File: config.mk
export PLATFORM = sky130hd
export DESIGN_NAME = pwm_duty_ramp
export DESIGN_NICKNAME = d
export VERILOG_FILES = /design/src/rtl/pwm_duty_ramp.sv
export SDC_FILE = /design/constraint.sdc
export NUM_CORES = 1
export LEC_CHECK = 0
export ABC_AREA = 1
export BUFFER_PORTS_ARGS = -buffer_cell sky130_fd_sc_hd__buf_2
export CAP_MARGIN = 20
export CORE_UTILIZATION = 59
export DETAILED_ROUTE_END_ITERATION = 8
export HOLD_SLACK_MARGIN = 0.1
export PLACE_DENSITY = 0.85
export REMOVE_ABC_BUFFERS = 1
export SLEW_MARGIN = 20
export SYNTH_ARGS = -nofsm -noshare
export SYNTH_HDL_FRONTEND = slang
export SYNTH_SLANG_ARGS = --single-unit
File: constraint.sdc
create_clock -name clk -period 7.82 [get_ports clk]
set_clock_uncertainty 0.1 [all_clocks]
set_input_delay 0.782 -clock clk [delete_from_list [all_inputs] [get_ports clk]]
set_output_delay 0.782 -clock clk [all_outputs]
set_load 0.01 [all_outputs]
File: src/rtl/pwm_duty_ramp.sv
// Slew-rate limiter between the SPI duty register and the PWM peripheral.
// Walks duty_out toward target_duty in bounded steps, or bypasses it.
module pwm_duty_ramp #(
  parameter int DIV_W = 16
) (
  input  logic             clk,
  input  logic             rst,
  input  logic [7:0]       target_duty,
  input  logic             ramp_en,
  input  logic [3:0]       ramp_step,
  input  logic [DIV_W-1:0] ramp_div,
  output logic [7:0]       duty_out,
  output logic             busy,
  output logic             done
);

  typedef enum logic {
    S_IDLE,
    S_RAMP
  } state_t;

  state_t           state_q, state_d;
  logic [7:0]       duty_q, duty_d;
  logic [DIV_W-1:0] cnt_q, cnt_d;
  logic             done_q, done_d;

  logic signed [8:0] diff;
  logic [8:0]        mag;
  logic [3:0]        s;
  logic [7:0]        delta;
  logic [7:0]        step_val;

  // Signed 9-bit difference keeps the clamp free of wrap at 0 and 255.
  assign diff  = $signed({1'b0, target_duty}) - $signed({1'b0, duty_q});
  assign mag   = diff[8] ? 9'(-diff) : 9'(diff);
  assign s     = (ramp_step == 4'd0) ? 4'd1 : ramp_step;
  assign delta = (mag > {5'd0, s}) ? {4'd0, s} : mag[7:0];

  assign step_val = diff[8] ? (duty_q - delta) : (duty_q + delta);

  assign busy     = ramp_en && (duty_q != target_duty);
  assign duty_out = duty_q;
  assign done     = done_q;

  always_comb begin
    state_d = state_q;
    duty_d  = duty_q;
    cnt_d   = cnt_q;
    done_d  = 1'b0;
    if (!ramp_en) begin
      state_d = S_IDLE;
      duty_d  = target_duty;
      cnt_d   = '0;
    end else begin
      unique case (state_q)
        S_IDLE: begin
          if (busy) begin
            state_d = S_RAMP;
            cnt_d   = '0;
          end
        end
        S_RAMP: begin
          if (!busy) begin
            state_d = S_IDLE;
            cnt_d   = '0;
          end else if (cnt_q == ramp_div) begin
            cnt_d  = '0;
            duty_d = step_val;
            if (step_val == target_duty) begin
              done_d  = 1'b1;
              state_d = S_IDLE;
            end
          end else begin
            cnt_d = cnt_q + {{(DIV_W-1){1'b0}}, 1'b1};
          end
        end
        default: state_d = S_IDLE;
      endcase
    end
  end

  always_ff @(posedge clk) begin
    if (rst) begin
      state_q <= S_IDLE;
      duty_q  <= 8'd0;
      cnt_q   <= '0;
      done_q  <= 1'b0;
    end else begin
      state_q <= state_d;
      duty_q  <= duty_d;
      cnt_q   <= cnt_d;
      done_q  <= done_d;
    end
  end

endmodule

==> impl_metrics.toml <==
[detailed_routing]
drt_wl_total_um = 6940
first_pass_iters = 4
drt_iter0_markers = 160
antenna_left = 0
via_count = 2950
vias_per_cell = 5.35
drt-wirelength-per-cell_um = 12.6
drc_errors = 0

[logic_synthesis]
synthCells = 446
yosysWarnings = 0
ys_ff_latch = 26
syn_area_per_cell_um2 = 6.50
synth.distinct_cells = 45
syn-cell-area_um2 = 2900
synth_edf_count = 0
seq_area_frac_synth = 0.179
async_flop_share = 0
synth_ff_type = "dfxtp_1"

[critical_path]
critPathArrivalTime_ps = 6620
setup.worst_path.class = "input port to register"
ff2ff_setup_slack_ps = 1550
cp_slowest_cell = "a2111oi_0"
required_ps = 7900
cp-end-kind = "register"
crit_fanout = 12
start_kind = "input port"
cpPeakStageDelay_ps = 500

[run]
drv_cap = 0

[clock_tree]
htreeDepth = 1
numCtsBuffers = 3
post_cts_resized = 0
ctsLongestPathBuffers = 2
cts_setup_buffers = 0
cts-root-buf = "clkbuf_8"
clock_sinks = 26
cts.clk_slew.worst_paths_ps = 100
clkLatencyLatePin_ps = 280
cts_hold_buffers = 0
cts_tree = "yes"

[placed_design]
hpwl_um = 5810
io_buffers = 40
gp_congestion = 0.960
dp_worst_setup_slack_ps = 1080

[floorplan]
die_area_um2 = 5200
initial_core_util = 0.614
rows = 25
core_area_um2 = 4720
fp.dieW_um = 72.1
ios = 41
die_h_um = 72.1

[grt]
grt_pass1_vias = 2653
track_usage = 0.267
grt.overflow.total = 0
antenna_found_initial = 0
grt_pass1_wl_um = 11200
grt_max_degree = 15

[power_and_ir_drop]
pwr-share-clk = 0.192
combinationalPowerShare = 0.511
power.switching_mw = 0.197
seq_power_share = 0.297
p_per_area_nw_per_um2 = 147
leakage_nw = 1.48
ir_drop_v = 0.0000883
internal_power_mw = 0.272
sw_frac_of_total = 0.420

[cells_and_area]
regArea_um2 = 520
drive_above_1_share = 0.182
multi_input_area_um2 = 2050
syn2layout_area_growth_pct = 10.1
fillCellCount = 420
final_common_cell = "nand2_1"
num_antenna_cells = 0
fin_nets = 540
layout_common_cells = "nand2_1, inv_1, buf_2"

[sta]
maxSlewViolCount = 0
worst_pin_slew_ps = 873
fmax_mhz = 153
finalSetupViolations = 0
slew_headroom = 0.416
hold_viol = 0
min_period_ps = 6530
fin_crit_sh = 0.836
rsz0062_at_grt = "false"
finalWorstSetupSlack_ps = 1290
setup-tns-final_ps = 0

[outcome]
outcome = "complete, no violations"

[worst_hold_path]
hold_class = "register to register"
==> metal layers <==
layer | vias up | track usage | part of all wire
met5 | - | 0 | 0
met4 | 0 | 0.0763 | 0.013
met3 | 9 | 0.0319 | 0.035
met2 | 67 | 0.506 | 0.51
met1 | 1335 | 0.313 | 0.44
li1 | 1539 | - | -
==> synth_stat cells, types with 2 or more instances <==
cell type,number,share of area
and3_1,2,0.0043
a31oi_1,2,0.0043
dfxtp_1,26,0.18
nand3b_1,3,0.0078
nand3_1,28,0.048
buf_6,3,0.012
ha_1,22,0.095
nor2_2,3,0.0065
inv_1,66,0.085
nor2_1,29,0.038
nand2_4,3,0.012
xnor2_1,19,0.057
a22oi_1,3,0.0078
a221oi_1,7,0.021
o21ai_0,14,0.024
clkbuf_1,3,0.0039
inv_2,8,0.010
a21oi_4,2,0.011
a211oi_1,4,0.010
xor2_1,6,0.018
nor2_4,4,0.016
fa_1,2,0.014
nand4_1,11,0.024
or2_2,4,0.0086
nor3_1,7,0.012
o22ai_1,5,0.011
nand3_2,5,0.017
a21oi_1,23,0.040
nand2_1,107,0.14
nand2_2,10,0.022
==> through the flow <==
step	hold slack [ps]	instance area (µm²)	cells	utilization	power [mW]
floorplan	362	2860	440	-	0.326
global placement	372	3140	547	0.665	0.370
detailed placement	382	3140	547	0.665	0.378
CTS	398	3190	551	0.676	0.468
global route	415	3190	551	0.676	0.507
finish	395	3190	551	0.676	0.469
==> critical path, delay by kind of cell <==
kind | cells | cell delay (ps)
AOI/OAI and AO/OA | 9 | 1880
xor gates and xnor gates | 2 | 310
adders and majority gates | 5 | 1730
buffers and inverters | 7 | 680
and+or+nand+nor | 12 | 1210
==> sequential cells by signal, indices dropped and copies added (netlist names) <==
name      cells
cnt_q        16
done          1
state_q       1
duty_out      8
==> power groups by stage <==
stage | Combinational [mW] | Clock (mW) | Sequential, mW
floorplan | 0.183 | 0 | 0.142
global placement | 0.228 | 0 | 0.142
detailed placement | 0.236 | 0 | 0.142
CTS | 0.238 | 0.0911 | 0.139
global route | 0.270 | 0.0972 | 0.139
finish | 0.240 | 0.0900 | 0.139
==> kinds of logic after synthesis <==
family,share of synthesized area
AND/OR/NAND/NOR,0.358
buffers and inverters,0.113
AO/OA/AOI/OAI,0.160
XOR/XNOR,0.0811
flip-flops,0.179
adder cells (fa/ha/maj),0.109
==> final cells by class <==
class | count | share of cell area
Tap cell | 67 | 0.0262
Clock buffer | 4 | 0.0172
Timing Repair Buffer | 40 | 0.0627
Inverter | 75 | 0.0881
Multi-Input combinational cell | 339 | 0.643
Sequential cell | 26 | 0.163
==> path summary, 6_finish.rpt <==
kind | from | end | cells after the start
setup / recovery | target_duty[0] | state_q$_SDFF_PP0_ | 35
setup reg to reg | duty_out[6]$_SDFFE_PP0P_ | state_q$_SDFF_PP0_ | 34
hold / removal | cnt_q[5]$_SDFFE_PP0P_ | cnt_q[5]$_SDFFE_PP0P_ | 2
hold reg to reg | cnt_q[5]$_SDFFE_PP0P_ | cnt_q[5]$_SDFFE_PP0P_ | 2
Note: power is estimated with default switching activity, not from simulation.
